## config.mk

```make
export PLATFORM = sky130hd
export DESIGN_NAME = multicycle_control
export DESIGN_NICKNAME = d
export VERILOG_FILES = /design/src/rtl/multicycle_control.sv
export SDC_FILE = /design/constraint.sdc
export NUM_CORES = 1
export LEC_CHECK = 0
export ABC_CLOCK_PERIOD_IN_PS = 1900
export CAP_MARGIN = 20
export CORE_MARGIN = 2
export CORE_UTILIZATION = 37
export DETAILED_ROUTE_END_ITERATION = 6
export GPL_ROUTABILITY_DRIVEN = 0
export HOLD_SLACK_MARGIN = 0.06
export PLACE_DENSITY = 0.65
export SYNTH_ARGS = -nofsm -noshare
export SYNTH_HDL_FRONTEND = slang
export SYNTH_SLANG_ARGS = --single-unit
```

## constraint.sdc

```tcl
create_clock -name clk -period 1.9 [get_ports clk]
set_input_delay 0.38 -clock clk [delete_from_list [all_inputs] [get_ports clk]]
set_output_delay 0.38 -clock clk [all_outputs]
set_load 0.01 [all_outputs]
```

## src/rtl/multicycle_control.sv

```systemverilog
// multicycle_control
//
// Control unit for a multicycle MIPS datapath. Each instruction is sequenced
// through fetch, decode, execute, memory and writeback. On every cycle the
// unit drives the shared-datapath mux selects and the write enables.
//
// It also provides:
//   - a mem_ready handshake, with a timeout, on every memory access
//   - illegal-opcode detection
//   - a one-cycle done pulse at the end of each instruction
//
// Ports:
//   clk            rising-edge system clock
//   reset          asynchronous, active-low reset
//   OP, funct      opcode / function fields from IR
//   mem_ready      memory completes the current access this cycle
//   PCWrite        unconditional PC load
//   PCWriteCondEQ  PC load if ALU zero
//   PCWriteCondNE  PC load if ALU not zero
//   IorD           memory address select (0 = PC, 1 = ALUOut)
//   MemRead        memory read strobe
//   MemWrite       memory write strobe
//   IRWrite        IR load
//   RegDst         write register select (0 = rt, 1 = rd)
//   MemtoReg       write data select (0 = ALUOut, 1 = MDR)
//   RegWrite       register file write
//   Jal            forces write register 31 with write data PC
//   ALUSrcA        0 = PC, 1 = A
//   ALUSrcB        00 = B, 01 = 4, 10 = immediate, 11 = immediate<<2
//   PCSource       00 = ALU, 01 = ALUOut, 10 = jump target, 11 = A (jr)
//   ALUOp          ALU operation code (zero-extended to ALUOP_WIDTH)
//   state          current state encoding, for debug
//   instr_done     pulse on the final cycle of an instruction
//   mem_err        pulse on a mem_ready timeout
//   illegal_op     pulse while in ILLEGAL
module multicycle_control #(
   parameter int ALUOP_WIDTH = 4,
   parameter int MEM_TIMEOUT = 15,
   parameter int CNT_WIDTH   = 4
) (
   input  logic                   clk,
   input  logic                   reset,
   input  logic [5:0]             OP,
   input  logic [5:0]             funct,
   input  logic                   mem_ready,
   output logic                   PCWrite,
   output logic                   PCWriteCondEQ,
   output logic                   PCWriteCondNE,
   output logic                   IorD,
   output logic                   MemRead,
   output logic                   MemWrite,
   output logic                   IRWrite,
   output logic                   RegDst,
   output logic                   MemtoReg,
   output logic                   RegWrite,
   output logic                   Jal,
   output logic                   ALUSrcA,
   output logic [1:0]             ALUSrcB,
   output logic [1:0]             PCSource,
   output logic [ALUOP_WIDTH-1:0] ALUOp,
   output logic [3:0]             state,
   output logic                   instr_done,
   output logic                   mem_err,
   output logic                   illegal_op
);

   typedef enum logic [3:0] {
      S_FETCH     = 4'd0,
      S_DECODE    = 4'd1,
      S_MEM_ADDR  = 4'd2,
      S_MEM_READ  = 4'd3,
      S_MEM_WB    = 4'd4,
      S_MEM_WRITE = 4'd5,
      S_EXEC_R    = 4'd6,
      S_R_WB      = 4'd7,
      S_BRANCH    = 4'd8,
      S_JUMP      = 4'd9,
      S_EXEC_I    = 4'd10,
      S_I_WB      = 4'd11,
      S_JR        = 4'd12,
      S_JAL       = 4'd13,
      S_ILLEGAL   = 4'd14
   } state_t;

   localparam logic [5:0] OP_RTYPE = 6'b000000;
   localparam logic [5:0] OP_J     = 6'b000010;
   localparam logic [5:0] OP_JAL   = 6'b000011;
   localparam logic [5:0] OP_BEQ   = 6'b000100;
   localparam logic [5:0] OP_BNE   = 6'b000101;
   localparam logic [5:0] OP_ADDI  = 6'b001000;
   localparam logic [5:0] OP_ANDI  = 6'b001100;
   localparam logic [5:0] OP_ORI   = 6'b001101;
   localparam logic [5:0] OP_LUI   = 6'b001111;
   localparam logic [5:0] OP_LW    = 6'b100011;
   localparam logic [5:0] OP_SW    = 6'b101011;
   localparam logic [5:0] FN_JR    = 6'b001000;

   localparam logic [3:0] ALU_R    = 4'b0111;
   localparam logic [3:0] ALU_ADD  = 4'b0100;
   localparam logic [3:0] ALU_ANDI = 4'b0101;
   localparam logic [3:0] ALU_ORI  = 4'b0110;
   localparam logic [3:0] ALU_LUI  = 4'b0011;
   localparam logic [3:0] ALU_BEQ  = 4'b1000;
   localparam logic [3:0] ALU_BNE  = 4'b1001;
   localparam logic [3:0] ALU_LW   = 4'b1010;
   localparam logic [3:0] ALU_SW   = 4'b1011;
   localparam logic [3:0] ALU_J    = 4'b0001;
   localparam logic [3:0] ALU_JAL  = 4'b0010;

   localparam logic [CNT_WIDTH-1:0] CNT_LIMIT = CNT_WIDTH'(MEM_TIMEOUT - 1);

   state_t               state_q, state_d;
   logic [CNT_WIDTH-1:0] cnt_q, cnt_d;
   logic [5:0]           op_q, op_d;
   logic [5:0]           funct_q, funct_d;
   logic                 waiting;
   logic                 timeout;
   logic [3:0]           alu_op;

   // A memory-facing state is stalled whenever mem_ready is low.
   // Reaching the limit while stalled abandons the access.
   // A late mem_ready on the limit cycle still wins, because it clears
   // waiting.
   assign waiting = ((state_q == S_FETCH) || (state_q == S_MEM_READ) ||
                     (state_q == S_MEM_WRITE)) && !mem_ready;
   assign timeout = waiting && (cnt_q == CNT_LIMIT);

   assign state = state_q;
   assign ALUOp = ALUOP_WIDTH'(alu_op);

   always_ff @(posedge clk or negedge reset) begin
      if (!reset) begin
         state_q <= S_FETCH;
         cnt_q   <= '0;
         op_q    <= '0;
         funct_q <= '0;
      end else begin
         state_q <= state_d;
         cnt_q   <= cnt_d;
         op_q    <= op_d;
         funct_q <= funct_d;
      end
   end

   // Next-state logic.
   // DECODE routes on the live IR fields, because the latched copy only
   // becomes valid after this edge.
   // The counter only runs while stalled; stalls never coincide with a
   // state change, so leaving a state always clears the counter.
   always_comb begin
      state_d = state_q;
      cnt_d   = '0;
      op_d    = op_q;
      funct_d = funct_q;
      if (waiting && !timeout) begin
         cnt_d = cnt_q + 1'b1;
      end
      case (state_q)
         S_FETCH:     if (mem_ready) state_d = S_DECODE;
         S_DECODE: begin
            op_d    = OP;
            funct_d = funct;
            case (OP)
               OP_LW, OP_SW:                      state_d = S_MEM_ADDR;
               OP_RTYPE:                          state_d = (funct == FN_JR) ? S_JR : S_EXEC_R;
               OP_ADDI, OP_ANDI, OP_ORI, OP_LUI:  state_d = S_EXEC_I;
               OP_BEQ, OP_BNE:                    state_d = S_BRANCH;
               OP_J:                              state_d = S_JUMP;
               OP_JAL:                            state_d = S_JAL;
               default:                           state_d = S_ILLEGAL;
            endcase
         end
         S_MEM_ADDR:  state_d = (op_q == OP_SW) ? S_MEM_WRITE : S_MEM_READ;
         S_MEM_READ:  if (mem_ready) state_d = S_MEM_WB;
         S_MEM_WRITE: if (mem_ready) state_d = S_FETCH;
         S_EXEC_R:    state_d = S_R_WB;
         S_EXEC_I:    state_d = S_I_WB;
         default:     state_d = S_FETCH;
      endcase
      if (timeout) begin
         state_d = S_FETCH;
      end
   end

   // Output decode.
   // The outputs are Moore, except that the FETCH loads and the
   // MEM_WRITE done pulse are qualified by mem_ready.
   // A timeout cycle suppresses every write enable.
   always_comb begin
      PCWrite       = 1'b0;
      PCWriteCondEQ = 1'b0;
      PCWriteCondNE = 1'b0;
      IorD          = 1'b0;
      MemRead       = 1'b0;
      MemWrite      = 1'b0;
      IRWrite       = 1'b0;
      RegDst        = 1'b0;
      MemtoReg      = 1'b0;
      RegWrite      = 1'b0;
      Jal           = 1'b0;
      ALUSrcA       = 1'b0;
      ALUSrcB       = 2'b00;
      PCSource      = 2'b00;
      alu_op        = 4'b0000;
      instr_done    = 1'b0;
      mem_err       = timeout;
      illegal_op    = 1'b0;
      case (state_q)
         S_FETCH: begin
            MemRead = 1'b1;
            ALUSrcB = 2'b01;
            alu_op  = ALU_ADD;
            IRWrite = mem_ready;
            PCWrite = mem_ready;
         end
         S_DECODE: begin
            ALUSrcB = 2'b11;
            alu_op  = ALU_ADD;
         end
         S_MEM_ADDR: begin
            ALUSrcA = 1'b1;
            ALUSrcB = 2'b10;
            alu_op  = (op_q == OP_SW) ? ALU_SW : ALU_LW;
         end
         S_MEM_READ: begin
            MemRead = 1'b1;
            IorD    = 1'b1;
         end
         S_MEM_WB: begin
            RegWrite   = 1'b1;
            MemtoReg   = 1'b1;
            instr_done = 1'b1;
         end
         S_MEM_WRITE: begin
            MemWrite   = !timeout;
            IorD       = 1'b1;
            instr_done = mem_ready;
         end
         S_EXEC_R: begin
            ALUSrcA = 1'b1;
            alu_op  = ALU_R;
         end
         S_R_WB: begin
            RegWrite   = 1'b1;
            RegDst     = 1'b1;
            instr_done = 1'b1;
         end
         S_EXEC_I: begin
            ALUSrcA = 1'b1;
            ALUSrcB = 2'b10;
            case (op_q)
               OP_ANDI: alu_op = ALU_ANDI;
               OP_ORI:  alu_op = ALU_ORI;
               OP_LUI:  alu_op = ALU_LUI;
               default: alu_op = ALU_ADD;
            endcase
         end
         S_I_WB: begin
            RegWrite   = 1'b1;
            instr_done = 1'b1;
         end
         S_BRANCH: begin
            ALUSrcA       = 1'b1;
            PCSource      = 2'b01;
            alu_op        = (op_q == OP_BEQ) ? ALU_BEQ : ALU_BNE;
            PCWriteCondEQ = (op_q == OP_BEQ);
            PCWriteCondNE = (op_q == OP_BNE);
            instr_done    = 1'b1;
         end
         S_JUMP: begin
            PCWrite    = 1'b1;
            PCSource   = 2'b10;
            alu_op     = ALU_J;
            instr_done = 1'b1;
         end
         S_JAL: begin
            PCWrite    = 1'b1;
            PCSource   = 2'b10;
            RegWrite   = 1'b1;
            Jal        = 1'b1;
            alu_op     = ALU_JAL;
            instr_done = 1'b1;
         end
         S_JR: begin
            // JR is only reachable with the jr function code latched.
            // Qualifying the PC load on it stops a corrupted latch from
            // redirecting the PC.
            PCWrite    = (funct_q == FN_JR);
            PCSource   = 2'b11;
            instr_done = 1'b1;
         end
         S_ILLEGAL: begin
            illegal_op = 1'b1;
         end
         default: begin
         end
      endcase
   end

endmodule

```

Word level (Yosys, flattened, before mapping)
Index checks and enable logic that the tools add are counted.
Word-level totals
  bits in registers: 20
  latch bits: 0
  memory bits (writable): 0
  ROM bits: 0
  input bits: 15
  output and inout port bits: 27
  logic and storage cells: 91
  memories kept: 0
Operators by class
  add/subtract/negate cells: 1
  multipliers: 0
  div/mod/pow operators: 0
  $lt $le $gt $ge: 0
  equality and inequality tests: 36
  shift-type cells: 0
  muxes and demuxes: 29
  bitwise logic cells: 0
  reductions and logical operators: 21
Operator list (number)
  $pmux W4 S7: 2
  $eq A6 B4 Y1 const B: 9
  $eq A4 B4 Y1 const B: 8
  $eq A6 B3 Y1 const B: 4
  $mux W4: 6
  $pmux W4 S6: 1
  $eq A6 B6 Y1 const B: 3
  $eq A4 B3 Y1 const B: 4
  $mux W1: 14
  $reduce_or A2 Y1: 7
  $eq A6 B2 Y1 const B: 2
  $pmux W2 S3: 2
  $reduce_or A4 Y1: 3
  $ne A3 B3 Y1 const B: 3
  $pmux W3 S3: 1
  $eq A4 B2 Y1 const B: 2
  $reduce_or A7 Y1: 1
  $logic_not A6 Y1: 1
  $add A4 B1 Y4 const B: 1
  $eq A4 B1 Y1 const B: 1
  $logic_not A4 Y1: 1
  $logic_and A1 B1 Y1: 3
  $mux W3: 1
  $pmux W1 S3: 1
  4 further kinds: 6

Depth between registers and ports, before layout
Gate-level depths: netlist of the first run.
  depth in word-level cells: 8
  depth in mapped cells: 7
  gate-level depth less buffers: 7

Worst setup path before layout of the first run
No wires, ideal clock.
  path kind: register -> output
  start point: register state_q[3] (netlist: state[3])
  end point: output MemWrite
  data arrival time: 1.492 ns
  path slack: 0.028 ns
  cell stages (with the launch flop): 5
  buffers on the path: 2
  cells stage by stage: dfrtp_1 -> buf_2 -> buf_2 -> nor4_1 -> nor2_1
On the way
  cells in the longest elaborated chain, start to end: 7
  elaborated cells on any way between the ends: 9
RTL lines
  from (decl): RTL line 112  | state_t state_q, state_d;
  from (signal assigned): RTL line 138  | state_q <= state_d;
  $eq A4 B2 Y1 or $logic_not A4 Y1 (tied branches): RTL line 124  | assign waiting = ((state_q == S_FETCH) || (state_q == S_MEM_READ) ||
  $logic_or A1 B1 Y1: RTL line 124
  $logic_or A1 B1 Y1 *: RTL line 124
  $logic_and A1 B1 Y1 *: RTL line 125  | (state_q == S_MEM_WRITE)) && !mem_ready;
  $logic_and A1 B1 Y1 *: RTL line 126  | assign timeout = waiting && (cnt_q == CNT_LIMIT);
  named net mem_err: RTL line 63  | output logic mem_err,
  $logic_not A1 Y1 *: RTL line 235  | MemWrite = !timeout;
  $mux W1 *: RTL line 208  | case (state_q)
  to (decl): RTL line 51  | output logic MemWrite,
The timed path passes the listed nets; every way through them passes the cells marked *.

Final worst setup path of the first run
  start point: register op_q[4]
  end point: output ALUOp[0]
On the way
  cells in the longest elaborated chain, start to end: 3
  elaborated cells on any way between the ends: 9
RTL lines
  from (decl): RTL line 114  | logic [5:0] op_q, op_d;
  from (signal assigned): RTL line 140  | op_q <= op_d;
  $eq A6 B4 Y1 (tied with other cells): RTL line 251  | case (op_q)
  $pmux W3 S3 (tied with other cells): RTL line 251
  $pmux W4 S7 *: RTL line 208
  to (decl): RTL line 60  | output logic [ALUOP_WIDTH-1:0] ALUOp,
Mark *: on every way between the ends. The rest lies on a longest branch, timed or not.

==> run summary, run 1 <==
By area, the combinational part of the netlist is dominated by simple AND/OR/NAND/NOR gates. Slowest cell on the critical path: sky130_fd_sc_hd__dfrtp_1. The clock passes through at most 2 buffers. The area fraction of the dominant cell type after synthesis is 0.354. The clock net in this run drives a total of 20 sinks.

Fraction of the yosys area taken by sequential cells: 0.354. Fill cells in the final layout number 276. The number of setup violations in the final report was 5; the peak per-stage delay on the critical path was 0.42 ns. The final-report max-slew violation count was 0. The signal on the critical path passes through nor2_1 > nand2_1 > or3_4 > buf_6 > nor3_4 > o32ai_1 > buf_2.

The register clock-pin slew on the reported worst setup and hold paths is 0.08 ns, and the worst-case clock skew is 0.00287 ns. The logs give 0.387 for the effective utilization at floorplan and 182 for the net count after synthesis. The most common cell in the netlist is sky130_fd_sc_hd__nor2_1.

The run finished, with violations left. For the pin with the worst max-slew slack, the measured transition is 0.341 ns. The cell area that synthesis handed to floorplanning was 1420 sq um.

The total area inside the core boundary comes to 3660 sq um. The maximum clock frequency is 481 MHz. The first global-routing pass estimated 7.40 mm of wire. The run gives 0 as the leftover overflow at the end of global routing. The number of cells on the worst reg-to-reg path is 8. The number of buffers added on ports is 41. The number of synthesized flops with an enable pin was 0; the area added between synthesis and finish was 73.5%. The area fraction in and, or, nand and nor cells after synthesis came out at 0.284.

Registers take 504 sq um. The final cell utilization of the core was 0.671; the static leakage power was 1.08 nW. The tools report the hold violation count in the final report as 0.

Final clock period utilization by the worst path: 1.09. Share of synthesized area spent on multiplexers: 0.0955. The kind of cell with the highest combined delay on the critical path was simple AND/OR/NAND/NOR gates. Worst path buffer plus inverter count: 2.

The adder-cell share of the synthesized area is 0.0177, and the length of the first detailed-routing pass in iterations is 4. The wire length per cell is 15.4 um. On the final layout, the worst hold slack is 0.450 ns.

The total number of cells along the worst setup path was 7; the clock period minus worst slack was 2.08 ns. In this run, synthesis produced a sequential element count of 20. The tools report the all-layer global routing usage as 0.216. The startpoint type of the worst setup path is a flip-flop. After synthesis, the cell types taking the most area are sky130_fd_sc_hd__dfrtp_1, sky130_fd_sc_hd__mux2_1, sky130_fd_sc_hd__nor2_1.

By startpoint and endpoint, the worst setup path is classified as reg2out. The DRC marker count from the first detailed-route iteration is 89, and the count of unresolved DRC violations after routing is 0. Entering global routing, the biggest net connects 21 pins. The overall die height came out at 65.8 um. STA classifies the critical path endpoint as an output pin. The repair_antennas step left the layout with diodes totalling 0. After the last flow step, the layout net total stands at 271. Max-slew headroom at the worst pin: 0.770. The area fraction in compound gates after synthesis was 0.172. The later pin in the worst-skew pair is clocked with a latency of 0.26 ns. For this design the ratio of total power to cell area is 1630 nW/um^2. In the synthesized netlist the dominant register cell turns out to be sky130_fd_sc_hd__dfrtp_1. The die covers 4340 sq um.

Setup repair after global routing could not meet its margin everywhere. After legalization and detailed placement, the total HPWL measured 3.22 mm. The tools report the final total negative setup slack as -0.547 ns.

The number of antenna violations at the first check in global routing is 0. STA puts the critical path data arrival time at 1.70 ns. The floorplan has 22 rows. sky130_fd_sc_hd__dfrtp_1 takes more of the synthesized area than any other cell. For this block, the routed nets add up to 4.63 mm of wire. Timing analysis after detailed placement gives a worst setup slack of -0.319 ns.

The combined area of the multi-input logic cells was 1020 sq um; the setup slack after layout was -0.180 ns. Data on the critical path is required at its endpoint by 1.52 ns. In this run the horizontal extent of the chip is 65.8 um. The maximum resistive drop on vdd was 0.000823 V. In the synthesized netlist, the number of instances is 165. The I/O pin total was 42; the max-cap violation count was 0. In the synthesized netlist, the cells that appear most often are sky130_fd_sc_hd__nor2_1, sky130_fd_sc_hd__dfrtp_1, sky130_fd_sc_hd__nand2_1, sky130_fd_sc_hd__mux2_1, sky130_fd_sc_hd__a21oi_1.

The routed layout has 1627 vias. Buffers inserted during clock tree synthesis total 3. Share of post-route cells with drive strength above 1: 0.423.

The number of levels in the clock H-tree was 1; the remaining antenna violation count was 0. The share of async-settable or async-resettable flops after synthesis is 1.00. The path class of the lowest-slack min-delay path is in2async. The checks that failed: negative setup slack. For this run, the number of Yosys warnings is 0. TritonCTS built the clock tree. The average instance area after synthesis is 8.58 sq um. The per-cell via count in the routed design was 5.41; the count of cell types in the netlist was 47. The via count of the first global-routing pass was 1575. The maximum fanout count along the critical path was 3.

The tools report the buffer cell driving the clock tree root as sky130_fd_sc_hd__clkbuf_8. Xor and xnor fraction of the mapped netlist area: 0.0309.
==> area by class of cell <==
class                           instances  area share
Multi-Input combinational cell        131       0.416
Timing Repair Buffer                   94       0.318
Sequential cell                        20       0.205
Tap cell                               48      0.0245
Clock buffer                            3      0.0168
Clock inverter                          1      0.0122
Inverter                                4     0.00714
==> cell families after synthesis <==
logic type	count (synthesis)
buffers and inverters	14
multiplexers	12
adder cells (fa/ha/maj)	2
flip-flops	20
XOR/XNOR	5
AND/OR/NAND/NOR	76
AO/OA/AOI/OAI	36
==> registers in the layout (all words and copies together), names as in the netlist <==
register,cells
funct_q,6
cnt_q,4
state,4
op_q,6
==> power by group <==
group          total [mW]  switching (mW)  leakage [nW]  internal [mW]
Clock               0.429           0.148        0.0357          0.281
Sequential          0.813           0.193         0.243          0.620
Combinational        2.76            1.29         0.801           1.46
==> final timing paths <==
check                           start         end  slack, ns
min in group clk           funct_q[0]  funct_q[0]       0.49
min reg2reg                funct_q[0]  funct_q[0]       0.49
max                           op_q[4]    ALUOp[0]      -0.18
max reg2reg                  state[0]    cnt_q[3]       0.18
max in group asynchronous       reset    state[1]       1.22
min                             reset  funct_q[2]       0.45
==> layout by cell type, fill, tap and decap left out, types with 2 or more instances in the layout <==
cell,synthesis,layout
sky130_fd_sc_hd__buf_4,1,42
sky130_fd_sc_hd__nor2_1,22,18
sky130_fd_sc_hd__dfrtp_1,20,17
sky130_fd_sc_hd__clkdlybuf4s50_1,0,16
sky130_fd_sc_hd__buf_2,7,13
sky130_fd_sc_hd__mux2_1,12,12
sky130_fd_sc_hd__nand2_1,14,11
sky130_fd_sc_hd__buf_6,0,9
sky130_fd_sc_hd__a21oi_1,11,8
sky130_fd_sc_hd__nand3_1,6,6
sky130_fd_sc_hd__dlygate4sd2_1,0,6
sky130_fd_sc_hd__nand2b_1,4,4
sky130_fd_sc_hd__o21ai_1,4,4
sky130_fd_sc_hd__and2_1,4,4
sky130_fd_sc_hd__nand2_2,0,3
sky130_fd_sc_hd__o21ai_0,3,3
sky130_fd_sc_hd__a21oi_2,0,3
sky130_fd_sc_hd__nor3_4,1,3
sky130_fd_sc_hd__nor3_1,5,3
sky130_fd_sc_hd__nor2b_1,5,3
sky130_fd_sc_hd__clkbuf_8,0,3
sky130_fd_sc_hd__clkbuf_2,0,3
sky130_fd_sc_hd__clkdlybuf4s15_1,0,3
sky130_fd_sc_hd__dfrtp_2,0,3
sky130_fd_sc_hd__inv_1,2,2
sky130_fd_sc_hd__nor2_4,0,2
sky130_fd_sc_hd__nor2b_2,0,2
sky130_fd_sc_hd__nor2_2,0,2
sky130_fd_sc_hd__and3_1,3,2
sky130_fd_sc_hd__a21boi_2,1,2
sky130_fd_sc_hd__nor4_4,0,2
sky130_fd_sc_hd__xnor2_1,4,2
sky130_fd_sc_hd__o31ai_1,2,2
sky130_fd_sc_hd__nand4b_1,2,2
sky130_fd_sc_hd__ha_1,2,2
sky130_fd_sc_hd__buf_12,0,2
==> metal layers <==
layer	track usage	routed length, um
met1	0.276	1930
met2	0.390	2430
met3	0.0221	207
met4	0.0495	58
met5	0	0
==> repair_timing <==
item	in CTS	in global routing
setup buffers	8	4
endpoints found under the setup margin	24	20
hold buffers	0	0
endpoints found under the hold margin	0	0
pin swaps	7	16
resized for setup	86	37
==> metrics by stage <==
stage,cell area [sq um],std cells,total power [mW]
after floorplan,1420,165,1.84
after global placement,2160,286,2.97
after detailed placement,2160,286,3.04
after CTS,2360,298,3.67
after global routing,2450,301,4.24
final,2450,301,4.00
(Power assumes the default switching activity.)
==> run 2: changes to the inputs <==
--- a/config.mk
+++ b/config.mk
@@ -5,7 +5,7 @@
 export SDC_FILE = /design/constraint.sdc
 export NUM_CORES = 1
 export LEC_CHECK = 0
-export ABC_CLOCK_PERIOD_IN_PS = 1900
+export ABC_CLOCK_PERIOD_IN_PS = 1990
 export CAP_MARGIN = 20
 export CORE_MARGIN = 2
 export CORE_UTILIZATION = 37
@@ -13,6 +13,7 @@
 export GPL_ROUTABILITY_DRIVEN = 0
 export HOLD_SLACK_MARGIN = 0.06
 export PLACE_DENSITY = 0.65
+export SKIP_LAST_GASP = 1
 export SYNTH_ARGS = -nofsm -noshare
 export SYNTH_HDL_FRONTEND = slang
 export SYNTH_SLANG_ARGS = --single-unit
==> constraint.sdc (replaced) <==
create_clock -name clk -period 1.99 [get_ports clk]
set_input_delay 0.398 -clock clk [delete_from_list [all_inputs] [get_ports clk]]
set_output_delay 0.398 -clock clk [all_outputs]
set_load 0.01 [all_outputs]
==> run summary, run 2 (synthesis results as in run 1) <==
The run gives 319 as the total of fill cells in the finished design. The die is 65.8 um tall. The wire length of the first global-routing pass is 6.80 mm, and the peak per-stage delay on the critical path is 0.39 ns.

In this run the remaining antenna-violating nets after routing total 0. The logs give 1526 for the via count of the first global-routing pass and 1.80 mm for the routed length on met1. The tools report the overall die area as 4340 sq um.

On the critical path, the stage with the largest delay is an instance of sky130_fd_sc_hd__dfrtp_1. The path class of the tightest hold or removal check is in2async. Setup repair after global routing could not meet its margin everywhere. The die is 65.8 um wide. Number of levels in the clock H-tree: 1. Top layer reached by signal wires: met4.

The number of clock buffers added by TritonCTS is 3. The power consumption was 3.49 mW. Relative to the synthesized area, the layout overhead comes to 63.7%.

The max-slew headroom at the worst pin was 0.784; the I/O pin total was 42. The number of buffers added on ports came out at 41. The flow ran to the end, but the final reports show violations.

The register cell area after layout came out at 504 sq um. The worst hold margin was 0.472 ns; the internal cell power was 2.10 mW. The longest clock path from root to sink contains 2 buffers. The startpoint type of the worst setup path is a flip-flop.

Data on the critical path arrives at its endpoint at 1.62 ns. The length of the first detailed-routing pass in iterations was 4. The sequential fraction of design power was 0.210; the number of rows created at floorplan was 22. Summed over all cells, the static leakage comes to 1.03 nW. The most frequent standard cell in the layout excluding fill and tap cells is sky130_fd_sc_hd__buf_4. The hold violation count in the final report was 0. The largest registers in the layout are funct_q x6, op_q x6.

The setup check on the worst reg-to-reg path leaves a slack of 0.12 ns. The net count of the finished layout is 267. The worst setup path category is reg2out.

For the clock net sink count, the log shows 20. Kind of end point of the critical path: an output pin. The DRC marker count from the first detailed-route iteration is 72, and the maximum fanout count along the critical path is 2. Wire segments on met2 add up to 2.09 mm in the final route.

The run gives 1529 as the total via count after detailed routing. The tree is rooted in a sky130_fd_sc_hd__clkbuf_8. The logs give 0.674 for the logic gate share of total power and 0 for the number of antenna violations at the first check in global routing. The analysis attributes to net switching a power of 1.39 mW.

The logs give 1.59 ns for the data required time at the worst endpoint and -0.242 ns for the placement-stage worst setup slack. At the pin with the least slew margin, the transition time is 0.319 ns. The run gives 3660 sq um as the core outline area.

Setup total negative slack on the finished layout was measured at -0.0368 ns. After clock tree synthesis, the clock-pin slew on the worst setup and hold paths is 0.08 ns. Subtracting the final worst setup slack from the clock period gives 2.02 ns. The final reports fail on negative setup slack. The power density over cell area is 1510 nW/um^2.

The per-cell via count in the routed design came out at 5.15. Summing all multi-input logic gate instances after layout gives 970 sq um. For the worst-skew pair, the clock arrives at the later sink with an insertion delay of 0.26 ns.

Across the run, the number of max-cap violations was 0. For this run the aggregate overflow at the end of global routing stands at 0. Count of unresolved DRC violations after routing: 0.

Dividing the detail-routed wire length by the instance count gives 13.9 um. The logs give 0.116 for the clock network fraction of total power and 297 for the post-layout instance count excluding filler cells. Entering global routing, the biggest net connects 21 pins. The final clock period utilization by the worst path is 1.01, and the final antenna diode count is 0. The signal on the critical path passes through nor2_1 > nand2_1 > or3_4 > nor4_4 > nor2b_1 > buf_2. After legalization and detailed placement, the total HPWL measured 3.11 mm. After detailed placement, the design holds a cell count of 283. The maximum clock frequency was 496 MHz; the proportion of total power due to net switching was 0.399.

TritonCTS built the clock tree. The setup slack after layout is -0.0265 ns, and the effective utilization at floorplan is 0.387. Setup violations remaining at the end of the flow were counted as 2.

The worst-case clock skew is 0.00511 ns. The routed design uses 204 um of met3 wire. The share of post-route cells with drive strength above 1 was 0.398. The worst-case IR drop observed on VDD is 0.000635 V. The run gives 4.13 mm as the detailed-route wire length. The all-layer global routing usage is 0.203. In the layout the commonest cells are sky130_fd_sc_hd__buf_4, sky130_fd_sc_hd__nor2_1, sky130_fd_sc_hd__clkdlybuf4s50_1, sky130_fd_sc_hd__dfrtp_1. The final-report max-slew violation count is 0.
run 2: power by group through the flow:
| stage | clock network, mW | registers [mW] | logic [mW] |
|---|---|---|---|
| after floorplan | 0 | 0.722 | 1.04 |
| after global placement | 0 | 0.733 | 2.05 |
| after detailed placement | 0 | 0.743 | 2.11 |
| after CTS | 0.408 | 0.726 | 2.19 |
| after global routing | 0.431 | 0.753 | 2.55 |
| final | 0.404 | 0.734 | 2.35 |
run 2: final cells by class:
cell class | count | area share
well taps | 48 | 0.0259
repair buffers | 90 | 0.301
multi-input cells | 131 | 0.418
clock inverters | 1 | 0.0130
clock buffers | 3 | 0.0178
inverters | 4 | 0.00648
flip-flops and latches | 20 | 0.218
run 2: per-stage QoR:
| step | utilization | cell area, sq um |
|---|---|---|
| after CTS | 0.624 | 2290 |
| after global routing | 0.633 | 2320 |
| after detailed placement | 0.581 | 2130 |
| final | 0.633 | 2320 |
| after global placement | 0.581 | 2130 |
| after floorplan | - | 1420 |
run 2: layer usage:
metal	track usage	vias to the layer above
li1	-	760
met1	0.248	725
met2	0.357	38
met3	0.0307	6
met4	0.0781	0
met5	0	-
run 2: worst paths after layout:
kind,cells after the start,startpoint,to
hold reg to reg,1,funct_q[1],funct_q[1]
min in group clk,1,funct_q[1],funct_q[1]
hold / removal,2,reset,funct_q[4]
setup / recovery,6,op_q[5],PCWriteCondEQ
setup reg to reg,8,state[0],op_q[4]
max in group asynchronous,2,reset,state[1]
run 2: worst max-delay path: cells and delay by family, from the launching register on:
family | cells | cell delay [ns]
and+or+nand+nor | 5 | 0.84
DFF | 1 | 0.39
buffers and inverters | 1 | 0.13
run 2: timing repair:
| action | CTS | global route |
|---|---|---|
| pin swaps | 6 | 3 |
| endpoints found under the setup margin | 23 | 19 |
| setup buffers | 7 | 3 |
| resized for setup | 50 | 42 |
| gates cloned | 0 | 0 |
| hold buffers | 0 | 0 |
